[src/rtl/mic_array_ctrl_pkg.sv]
// rtl/mic_array_ctrl_pkg.sv - shared types and constants for the mic array controller
//
// Purpose: controller state encoding, snapshot bit position and the
// channel-index width helper used by the top level and the stream interface.
package mic_array_pkg;

  typedef enum logic [1:0] {
    OFF      = 2'd0,
    WARMUP   = 2'd1,
    RUN      = 2'd2,
    STOPPING = 2'd3
  } state_t;

  // Bit position within the frame at which receiver words are snapshotted:
  // right words updated just after ws fell, left words mid-previous-frame.
  localparam int SNAP_BIT = 4;

  // Width of a mic index for n_pairs stereo receivers (2*n_pairs mics).
  function automatic int chan_w(input int n_pairs);
    return (n_pairs < 1) ? 1 : $clog2(2 * n_pairs);
  endfunction

endpackage

[src/rtl/mic_array_ctrl_if.sv]
// rtl/mic_array_ctrl_if.sv - sample stream interface between controller and buffer
//
// Purpose: valid/ready sample stream carrying one mic word per transfer.
// Signals:
//   out_data  [WIDTH]            sample word
//   out_chan  [chan_w(N_PAIRS)]  mic index, 2p = left, 2p+1 = right
//   out_valid                    word available
//   out_ready                    sink accepts word
//   out_seq   [16]               frame sequence tag (only with MIC_ARRAY_CTRL_SEQ_EN)
// Modports: master = controller (source), slave = buffer (sink).
interface mic_array_ctrl_if #(
  parameter int WIDTH   = 18,
  parameter int N_PAIRS = 4
);

  logic [WIDTH-1:0]                             out_data;
  logic [mic_array_pkg::chan_w(N_PAIRS)-1:0]    out_chan;
  logic                                         out_valid;
  logic                                         out_ready;
`ifdef MIC_ARRAY_CTRL_SEQ_EN
  logic [15:0]                                  out_seq;
`endif

  modport master (
    output out_data,
    output out_chan,
    output out_valid,
`ifdef MIC_ARRAY_CTRL_SEQ_EN
    output out_seq,
`endif
    input  out_ready
  );

  modport slave (
    input  out_data,
    input  out_chan,
    input  out_valid,
`ifdef MIC_ARRAY_CTRL_SEQ_EN
    input  out_seq,
`endif
    output out_ready
  );

endinterface

[src/rtl/mic_array_ctrl_i2s_clkgen.sv]
// rtl/mic_array_ctrl_i2s_clkgen.sv - I2S bit clock, word select and frame position strobes
//
// Purpose: divides clk into sck, counts sck bits within a frame and drives ws.
// Ports:
//   clk, reset_n  system clock, synchronous active-low reset
//   run           1 = generate clocks; 0 = hold everything at 0
//   sck, ws       I2S bit clock and word select (0 = left slot)
//   sck_fall      1-cycle strobe: sck goes low on the next edge, bit_cnt advances
//   frame_wrap    1-cycle strobe: bit_cnt wraps to 0 on the next edge
//   snap_pt       1-cycle strobe: bit_cnt advances SNAP_BIT -> SNAP_BIT+1
module i2s_clkgen
  import mic_array_pkg::*;
#(
  parameter int SCK_DIV   = 8,
  parameter int SLOT_BITS = 32
) (
  input  logic clk,
  input  logic reset_n,
  input  logic run,
  output logic sck,
  output logic ws,
  output logic sck_fall,
  output logic frame_wrap,
  output logic snap_pt
);

  localparam int DW = $clog2(SCK_DIV);
  localparam int BW = $clog2(2 * SLOT_BITS);

  logic [DW-1:0] div_cnt;
  logic [BW-1:0] bit_cnt;
  logic [BW-1:0] bit_nxt;
  logic          div_last;
  logic          bit_last;

  assign div_last   = (div_cnt == DW'(SCK_DIV - 1));
  assign bit_last   = (bit_cnt == BW'(2 * SLOT_BITS - 1));
  assign bit_nxt    = bit_last ? '0 : bit_cnt + 1'b1;

  assign sck_fall   = run & div_last & sck;
  assign frame_wrap = sck_fall & bit_last;
  assign snap_pt    = sck_fall & (bit_cnt == BW'(SNAP_BIT));

  always_ff @(posedge clk) begin
    if (!reset_n || !run) begin
      div_cnt <= '0;
      sck     <= 1'b0;
      bit_cnt <= '0;
      ws      <= 1'b0;
    end else begin
      div_cnt <= div_last ? '0 : div_cnt + 1'b1;
      if (div_last) begin
        sck <= ~sck;
      end
      // ws is registered together with bit_cnt so it only moves as sck falls.
      if (sck_fall) begin
        bit_cnt <= bit_nxt;
        ws      <= (bit_nxt >= BW'(SLOT_BITS));
      end
    end
  end

endmodule

[src/rtl/mic_array_ctrl.sv]
// rtl/mic_array_ctrl.sv - I2S mic array clock/frame master and sample collector
//
// Purpose: generates shared sck/ws for N_PAIRS I2S receivers, snapshots all
// receiver words once per frame and streams them out one word per transfer.
// Optional feature: define MIC_ARRAY_CTRL_SEQ_EN to add strm.out_seq, a
// per-frame sequence tag that also counts dropped frames.
// Ports:
//   clk, reset_n        system clock, synchronous active-low reset
//   enable              run request (level)
//   sck, ws             I2S bit clock / word select to all receivers
//   data_left_in        receiver p left word at [p*WIDTH +: WIDTH]
//   data_right_in       receiver p right word, same packing
//   strm                sample stream (master side)
//   busy                state != OFF or drain pending
//   overflow, clr_ovf   sticky frame-dropped flag and its clear
module mic_array_ctrl
  import mic_array_pkg::*;
#(
  parameter int WIDTH         = 18,
  parameter int N_PAIRS       = 4,
  parameter int SCK_DIV       = 8,
  parameter int SLOT_BITS     = 32,
  parameter int WARMUP_FRAMES = 16
) (
  input  logic                       clk,
  input  logic                       reset_n,
  input  logic                       enable,
  output logic                       sck,
  output logic                       ws,
  input  logic [N_PAIRS*WIDTH-1:0]   data_left_in,
  input  logic [N_PAIRS*WIDTH-1:0]   data_right_in,
  mic_array_ctrl_if.master           strm,
  output logic                       busy,
  output logic                       overflow,
  input  logic                       clr_ovf
);

  localparam int NCH = 2 * N_PAIRS;
  localparam int CW  = chan_w(N_PAIRS);
  localparam int FW  = (WARMUP_FRAMES < 1) ? 1 : $clog2(WARMUP_FRAMES + 1);

  state_t         state, state_nxt;
  logic           stop_from_run;
  logic [FW-1:0]  frame_cnt;
  logic           sck_fall, frame_wrap, snap_pt;
  logic           frame_end;
  logic           snap_en, snap_take, snap_drop;
  logic           valid;
  logic [CW-1:0]  chan;
  logic [WIDTH-1:0] shadow [NCH];

  i2s_clkgen #(
    .SCK_DIV   (SCK_DIV),
    .SLOT_BITS (SLOT_BITS)
  ) u_clkgen (
    .clk        (clk),
    .reset_n    (reset_n),
    .run        (state != OFF),
    .sck        (sck),
    .ws         (ws),
    .sck_fall   (sck_fall),
    .frame_wrap (frame_wrap),
    .snap_pt    (snap_pt)
  );

  assign frame_end = sck_fall & frame_wrap;

  // A frame whose snapshot point lands in STOPPING still counts when the
  // stop came out of RUN; a stop out of WARMUP never emits samples.
  assign snap_en   = (state == RUN) || ((state == STOPPING) && stop_from_run);
  assign snap_take = snap_pt & snap_en & ~valid;
  assign snap_drop = snap_pt & snap_en & valid;

  always_ff @(posedge clk) begin
    if (!reset_n) begin
      state <= OFF;
    end else begin
      state <= state_nxt;
    end
  end

  always_comb begin
    state_nxt = state;
    case (state)
      OFF:      if (enable) state_nxt = WARMUP;
      WARMUP: begin
        if (!enable) begin
          state_nxt = STOPPING;
        end else if (frame_cnt == FW'(WARMUP_FRAMES)) begin
          state_nxt = RUN;
        end
      end
      RUN:      if (!enable) state_nxt = STOPPING;
      STOPPING: if (frame_end) state_nxt = OFF;
      default:  state_nxt = OFF;
    endcase
  end

  always_ff @(posedge clk) begin
    if (!reset_n) begin
      stop_from_run <= 1'b0;
      frame_cnt     <= '0;
    end else begin
      if (state != STOPPING) begin
        stop_from_run <= (state == RUN);
      end
      if (state == OFF) begin
        frame_cnt <= '0;
      end else if ((state == WARMUP) && frame_end && (frame_cnt != FW'(WARMUP_FRAMES))) begin
        frame_cnt <= frame_cnt + 1'b1;
      end
    end
  end

  // Shadow bank and drain. A new snapshot while a drain is pending is dropped
  // so the words being emitted never change under the sink.
  always_ff @(posedge clk) begin
    if (!reset_n) begin
      valid    <= 1'b0;
      chan     <= '0;
      overflow <= 1'b0;
      for (int i = 0; i < NCH; i++) begin
        shadow[i] <= '0;
      end
    end else begin
      if (snap_take) begin
        valid <= 1'b1;
        chan  <= '0;
        for (int p = 0; p < N_PAIRS; p++) begin
          shadow[2*p]   <= data_left_in[p*WIDTH +: WIDTH];
          shadow[2*p+1] <= data_right_in[p*WIDTH +: WIDTH];
        end
      end else if (valid && strm.out_ready) begin
        if (chan == CW'(NCH - 1)) begin
          valid <= 1'b0;
          chan  <= '0;
        end else begin
          chan <= chan + 1'b1;
        end
      end
      if (snap_drop) begin
        overflow <= 1'b1;
      end else if (clr_ovf) begin
        overflow <= 1'b0;
      end
    end
  end

  assign strm.out_valid = valid;
  assign strm.out_chan  = chan;
  assign strm.out_data  = shadow[chan];
  assign busy           = (state != OFF) || valid;

`ifdef MIC_ARRAY_CTRL_SEQ_EN
  logic [15:0] seq_cnt;
  logic [15:0] seq_tag;

  always_ff @(posedge clk) begin
    if (!reset_n) begin
      seq_cnt <= '0;
      seq_tag <= '0;
    end else begin
      if (state == OFF) begin
        seq_cnt <= '0;
      end else if (snap_take || snap_drop) begin
        seq_cnt <= seq_cnt + 16'd1;
      end
      if (snap_take) begin
        seq_tag <= seq_cnt;
      end
    end
  end

  assign strm.out_seq = seq_tag;
`endif

endmodule
[src/flat_wrapper.sv]
// flat-port wrapper written by rule: the top's interface ports become plain ports
module mic_array_ctrl_flat import mic_array_pkg::*;
#(
  parameter int WIDTH         = 18,
  parameter int N_PAIRS       = 4,
  parameter int SCK_DIV       = 8,
  parameter int SLOT_BITS     = 32,
  parameter int WARMUP_FRAMES = 16
)
  (clk, reset_n, enable, sck, ws, data_left_in, data_right_in, busy, overflow, clr_ovf, strm_out_data, strm_out_chan, strm_out_valid, strm_out_ready);
  mic_array_ctrl_if #(.WIDTH(WIDTH), .N_PAIRS(N_PAIRS)) strm_i ();
  input  logic clk;
  input  logic reset_n;
  input  logic enable;
  output logic sck;
  output logic ws;
  input  logic [N_PAIRS*WIDTH-1:0] data_left_in;
  input  logic [N_PAIRS*WIDTH-1:0] data_right_in;
  output logic busy;
  output logic overflow;
  input  logic clr_ovf;
  output wire logic [$bits(strm_i.out_data)-1:0] strm_out_data;
  output wire logic [$bits(strm_i.out_chan)-1:0] strm_out_chan;
  output wire logic [$bits(strm_i.out_valid)-1:0] strm_out_valid;
  input wire logic [$bits(strm_i.out_ready)-1:0] strm_out_ready;
  assign strm_out_data = strm_i.out_data;
  assign strm_out_chan = strm_i.out_chan;
  assign strm_out_valid = strm_i.out_valid;
  assign strm_i.out_ready = strm_out_ready;
  mic_array_ctrl #(.WIDTH(WIDTH), .N_PAIRS(N_PAIRS), .SCK_DIV(SCK_DIV), .SLOT_BITS(SLOT_BITS), .WARMUP_FRAMES(WARMUP_FRAMES)) u_core (.clk(clk), .reset_n(reset_n), .enable(enable), .sck(sck), .ws(ws), .data_left_in(data_left_in), .data_right_in(data_right_in), .strm(strm_i), .busy(busy), .overflow(overflow), .clr_ovf(clr_ovf));
endmodule
[config.mk]
export PLATFORM = sky130hd
export DESIGN_NAME = mic_array_ctrl_flat
export DESIGN_NICKNAME = d
export VERILOG_FILES = /design/src/rtl/mic_array_ctrl_pkg.sv /design/src/rtl/mic_array_ctrl_if.sv /design/src/rtl/mic_array_ctrl_i2s_clkgen.sv /design/src/rtl/mic_array_ctrl.sv /design/src/flat_wrapper.sv
export SDC_FILE = /design/constraint.sdc
export NUM_CORES = 1
export LEC_CHECK = 0
export BUFFER_PORTS_ARGS = -buffer_cell sky130_fd_sc_hd__buf_2
export CORE_AREA = 2 2 189 98
export CTS_BUF_LIST = sky130_fd_sc_hd__clkbuf_8
export CTS_CLUSTER_SIZE = 24
export DETAILED_ROUTE_END_ITERATION = 10
export DIE_AREA = 0 0 191 100
export GPL_TIMING_DRIVEN = 0
export PLACE_DENSITY = 0.68
export SKIP_CTS_REPAIR_TIMING = 1
export SLEW_MARGIN = 30
export SYNTH_ARGS = -nofsm -noshare
export SYNTH_HDL_FRONTEND = slang
export SYNTH_SLANG_ARGS = --single-unit
[constraint.sdc]
create_clock -name clk -period 37.6 [get_ports clk]
set_clock_uncertainty 0.1 [all_clocks]
set_input_delay 1.88 -clock clk [delete_from_list [all_inputs] [get_ports clk]]
set_output_delay 1.88 -clock clk [all_outputs]
set_load 0.005 [all_outputs]
==> out/qor.yml, run 1 <==
run_status:
  outcome: "finished clean"
clock_network:
  cts.sinks: 171
  root_buffer: "clkbuf_8"
  tritoncts: "built"
  clk_pin_slew_ps: 90
  numCtsBuffers: 17
  cts_max_level: 4
  insertion_delay_ps: 460
  clockBufferDepth: 2
floorplanning:
  fp.dieH_um: 100
  core_area_um2: 17700
  rows: 35
  io_pins: 175
  fp.dieW_um: 191
  initial_core_util: 0.437
  dieArea_um2: 19100
finish:
  area_delta_synth_final_pct: 22.2
  fin_cells: 992
  nNetsFinal: 896
  drive_above_1_share: 0.437
placed_design:
  pre_cts_slack_ps: 33260
  gp_congestion: 0.787
  placedCellCount: 956
  dpl.hpwl_mm: 15.0
  io_buffer_count: 173
pwr:
  leakage_nw: 3.69
  power_frac_clock: 0.337
  p_int_uw: 295
  pwr-share-comb: 0.100
  p_per_area_nw_per_um2: 41.2
  p_sw_frac: 0.242
  peakVddDrop_v: 0.0000226
  p_switching_uw: 94.4
  p_seq_frac: 0.562
synth:
  synth_seq_cells: 171
  synth_area_um2: 7740
  synth.distinct_cells: 46
  async_flop_share: 0
  syn_avg_cell_area_um2: 15.0
  synth_edf_count: 144
  synthTopCellsByCount: "144 x edfxtp_1, 123 x and2_1, 36 x mux4_2"
  yosysWarnings: 0
  synth.most_common_cell: "edfxtp_1"
  synth_largest_area_cell: "edfxtp_1"
  syn_nets: 677
  yosysTopAreaCellShare: 0.558
  synthTopCellsByArea: "edfxtp_1 56%, mux4_2 10%, and2_1 9.9%"
  synth-main-ff-cell: "edfxtp_1"
  syn_inst: 516
  ys_seq_area_frac: 0.628
setup_path:
  crit_chain: "clkbuf_1, clkbuf_1, mux4_2, mux2_2, buf_2"
  critPathArrivalTime_ps: 2850
  cp_common_cell: "clkbuf_1"
  slowest_stage: "clkbuf_1"
  path_max_fanout: 10
  worstPathRequired_ps: 35620
  critPathCaptureType: "output pin"
  critical_path.top_delay_family: "buffers and inverters"
  cp-start-kind: "register"
  path_buf_inv: 3
  crit_type: "reg -> out"
  slowest_delay_ps: 620
sta:
  slew_violations: 0
  tns_ps: 0
  rsz0062_at_grt: "false"
  timing.fmax_mhz: 207
  worst_slew_pin_slew_ps: 853
  fin_crit_ps: 4830
  setup_violations: 0
  hold_violations: 0
  min_period_over_period: 0.128
  finalWorstSetupSlack_ps: 32770
  slew_headroom: 0.426
job:
  drv_cap: 0
global_route:
  grt_max_degree: 17
  grt_pass1_vias: 5206
  gr-total-overflow: 0
  grt_util_all_layers: 0.215
  grt_pass1_wl_mm: 29.7
  antenna_found_initial: 2
detailed_routing:
  drc_errors: 0
  drtIter0Drc: 371
  wl_per_cell_um: 19.8
  wl_mm: 19.7
  dr.pass1.iters: 5
  antenna_left: 0
  num_vias: 5065
  post_drt_via_cell_ratio: 5.11
worst_hold_path:
  hp-class: "reg -> reg"
-- registers in the layout (all words and copies together), names as in the netlist, 2 cells and up, named ones only --
signal / flops
u_core.frame_cnt: 5
u_core.state: 2
u_core.strm.out_chan: 3
u_core.shadow: 144
u_core.u_clkgen.bit_cnt: 6
u_core.u_clkgen.div_cnt: 3
-- routing by layer --
metal  global-route usage  wire length, µm
met2                0.326             8710
met3               0.0570             1790
met5                    0               13
met1                0.312             9000
met4               0.0465              144
-- cell usage in the layout, fill, tap and decap left out, types with 6 or more instances in the layout --
cell and n:
dfxtp_1 27, mux2_2 18, nand2_1 12, edfxtp_1 144, ha_1 12, buf_2 199, o21ai_0 7, mux4_2 36
and2_1 123, clkbuf_8 18, nand3_1 8, a21oi_1 12, clkbuf_1 14, buf_4 6, nor2_1 10, clkbuf_2 8
inv_1 11, and2_2 21
-- power groups by stage --
stage	logic [mW]	registers [mW]	clock network (mW)
2_1_floorplan	0.0209	0.225	0
3_3_place_gp	0.0351	0.227	0
3_5_place_dp	0.0390	0.223	0
4_1_cts	0.0393	0.219	0.134
5_1_grt	0.0432	0.220	0.141
6_report	0.0392	0.219	0.131
-- through the flow --
step,utilization,instance area [µm²],hold WS (ps),total power [mW]
after floorplan,-,7740,304,0.246
after CTS,0.533,9460,345,0.392
after detailed placement,0.511,9070,333,0.262
after global placement,0.502,8910,315,0.263
final,0.534,9470,347,0.390
after global routing,0.533,9460,370,0.405
-- worst paths after layout --
path	from	endpoint	slack [ps]	cells past startpoint
max	register	strm_out_data[14]	32770	5
min	u_core.u_clkgen.div_cnt[0]$_SDFF_PP0_	u_core.u_clkgen.div_cnt[0]$_SDFF_PP0_	350	1
max reg2reg	u_core.u_clkgen.div_cnt[0]$_SDFF_PP0_	u_core.shadow[1][3]$_SDFFCE_PN0P_	33870	12
min reg2reg	u_core.u_clkgen.div_cnt[0]$_SDFF_PP0_	u_core.u_clkgen.div_cnt[0]$_SDFF_PP0_	350	1
-- cell type report --
type	instances	area [µm²]
flip-flops and latches	171	4860
clock buffers	18	248
clock inverters	14	141
repair buffers	200	1020
fillers	1489	8270
diodes	4	10.0
plain buffers	32	178
inverters	9	33.8
multi-input cells	304	2680
well taps	240	300
-- cells by family after synthesis --
kind of cell	Yosys count	share of synthesized area
AOI/OAI and AO/OA	29	0.0231
xor gates and xnor gates	4	0.00452
adders and majority gates	12	0.0194
buffers and inverters	41	0.0273
DFF	171	0.628
muxes	58	0.136
and+or+nand+nor	201	0.161
(Power assumes the default switching activity.)
==> run 2, diff against run 1 <==
clock period = 4.9 ns   (was 37.6 ns; I/O delays follow)
==> run 2 against run 1 <==
Net effect:
- the flow now finishes with violations (negative hold slack)
- clock power rose to 7.8 times the previous value
- register-to-register slack got worse by 32000 ps
- worst setup slack got worse by 31000 ps
==> out/qor.yml, run 2 (synthesis gave the netlist of run 1 again) <==
finish:
  fin_area_um2: 10800  # +14%
  regMostFlops: "u_core.shadow"
  area_delta_synth_final_pct: 38.9
  final_cell_mix: "178 x buf_2, 144 x edfxtp_1, 126 x dlygate4sd3_1, 123 x and2_1, 36 x mux4_2"
  largest_reg_flops: 144  # unchanged
  top_regs: "u_core.shadow (144), u_core.u_clkgen.bit_cnt (6), u_core.frame_cnt (5)"
  n_fill_cell: 1375  # -7.7%
  drive_above_1_share: 0.375  # -0.0625
  nNetsFinal: 1010  # +13%
  layout_commonest_cell: "buf_2"
  n_antenna_cell: 0  # -4
placed_design:
  gp_congestion: 0.878  # +12%
  dpl.hpwl_mm: 15.0  # -0.16%
  dpl_cell_area_um2: 9100  # +0.34%
  io_buffer_count: 173  # unchanged
  pre_cts_slack_ps: 1830  # -31430 ps
global_route:
  gr-total-overflow: 0  # unchanged
  antenna_found_initial: 1  # -1
  grt_util_all_layers: 0.210  # -0.00437
  grtUsageMet1: 0.304  # -0.00757
  grtUsageMet3: 0.0486  # -0.00839
  grt_max_degree: 17  # unchanged
  grt_pass1_wl_mm: 29.1  # -2.2%
  grtUsageMet2: 0.322  # -0.00418
  grt_pass1_vias: 5163  # -0.83%
  top_usage_layer: "met2"
setup_path:
  r2r_setup_slack_ps: 1810  # -32060 ps
  critical_path.top_delay_family: "buffers and inverters"
  critPathCaptureType: "output pin"
  slowest_delay_ps: 720  # +100 ps
  critPathArrivalTime_ps: 2880  # +30 ps
  cp_common_cell: "clkbuf_1"
  crit_chain: "clkbuf_1, clkbuf_1, mux4_2, mux2_2, buf_2"
  slowest_stage: "clkbuf_1"
  path_buf_inv: 3  # unchanged
  path_max_fanout: 10  # unchanged
  cp-start-kind: "register"
  worstPathRequired_ps: 4550  # -31070 ps
  crit_type: "reg -> out"
clock_network:
  cts_max_level: 4  # unchanged
  root_buffer: "clkbuf_8"
  tritoncts: "built"
  insertion_delay_ps: 450  # about the same
  clockBufferDepth: 2  # unchanged
  clk_pin_slew_ps: 90  # about the same
  numCtsBuffers: 17  # unchanged
  cts.sinks: 171  # unchanged
sta:
  timing.fmax_mhz: 310
  slew_headroom: 0.419  # -0.00713
  min_period_over_period: 0.657
  fin_crit_ps: 3220
  hold_violations: 4  # +4
  rsz0062_at_grt: "false"
  finalWorstSetupSlack_ps: 1680  # -31090 ps
  worst_hold_slack_ps: -8.98  # -356 ps
  slew_violations: 0  # unchanged
  setup_violations: 0  # unchanged
  worst_slew_pin_slew_ps: 871  # +18.6 ps
detailed_routing:
  post_drt_via_cell_ratio: 4.97  # -2.6%
  wl_mm: 20.7  # +5.3%
  drtIter0Drc: 373  # +0.54%
  antenna_left: 0  # unchanged
  dr.pass1.iters: 4  # -1
  drc_errors: 0  # unchanged
  wl_per_cell_um: 18.8  # -5.2%
  num_vias: 5480  # +8.2%
floorplanning:
  initial_core_util: 0.437  # unchanged
  fp.dieH_um: 100  # unchanged
  core_area_um2: 17700  # unchanged
  io_pins: 175  # unchanged
  fp.dieW_um: 191  # unchanged
  rows: 35  # unchanged
  dieArea_um2: 19100  # unchanged
pwr:
  pwr-share-comb: 0.125  # +0.025
  p_int_mw: 2.33  # +690%
  p_per_area_nw_per_um2: 287  # +600%
  power_frac_clock: 0.330  # -0.007
  p_seq_frac: 0.546  # -0.016
  leakage_nw: 4.18  # +13%
  p_switching_uw: 759  # +700%
  peakVddDrop_v: 0.000163  # +620%
  p_sw_frac: 0.246  # +0.00339
worst_hold_path:
  hp-class: "in -> reg"
run_status:
  outcome: "finished, violations left"
  violations: "negative hold slack"
job:
  drv_cap: 0  # unchanged
## run 2: cell types whose count changed in the layout (fill, tap and decap cells not counted), sizes merged
| cell | delta |
|---|---|
| clkinv | +4 |
| dlygate4sd3 | +126 |
| diode | -4 |
| clkbuf | -1 |
| buf | -12 |
| inv | -3 |
## run 2: through the flow
step                hold slack [ps]  setup TNS, ps  total power [mW]  utilization  std cells
global route                  -7.36              0              3.20        0.607       1102
global placement                319        -449070              2.00        0.506        929
floorplan                       312        -205730              1.88            -        516
CTS                           -49.1              0              3.02        0.536        976
finish                        -8.98              0              3.09        0.607       1102
detailed placement              329              0              2.02        0.513        944
## run 2: cell type report
cell class / count / area (µm²) / area share
buffer: 32 / 188 / 0.0174
clock buffer: 17 / 234 / 0.0217
inverter: 9 / 33.8 / 0.00314
timing repair buffer: 314 / 2250 / 0.210
sequential: 171 / 4870 / 0.453
tap: 240 / 300 / 0.0279
multi-input combinational: 304 / 2710 / 0.252
clock inverter: 15 / 165 / 0.0154
## run 2: worst register-to-register path: cells and delay by family (launching register included)
family	cells	cell delay [ps]
AO/OA/AOI/OAI	1	720
flip-flops	1	380
AND/OR/NAND/NOR	1	280
adder cells (fa/ha/maj)	1	230
buffers and inverters	6	1090
## run 2: worst paths after layout
path / start / to / cells after the start
min reg2reg: u_core.u_clkgen.div_cnt[0]$_SDFF_PP0_ / u_core.u_clkgen.div_cnt[0]$_SDFF_PP0_ / 1
min: data_right_in[67] / u_core.shadow[7][13]$_SDFFCE_PN0P_ / 2
max: register / strm_out_data[15] / 5
max reg2reg: u_core.state[0]$_SDFFE_PN0P_ / u_core.shadow[2][13]$_SDFFCE_PN0P_ / 9
## run 2: per-layer routing
| layer | vias up | part of all wire |
|---|---|---|
| met2 | 221 | 0.46 |
| met5 | - | 0.00058 |
| met1 | 2685 | 0.46 |
| met4 | 2 | 0.0071 |
| met3 | 17 | 0.071 |
| li1 | 2555 | - |
## run 2: power groups by stage
stage	Sequential, mW	Clock, mW	Combinational (mW)
after floorplan	1.72	0	0.166
after global placement	1.72	0	0.275
after detailed placement	1.72	0	0.299
after CTS	1.69	1.03	0.300
after global routing	1.70	1.09	0.423
final	1.69	1.02	0.385
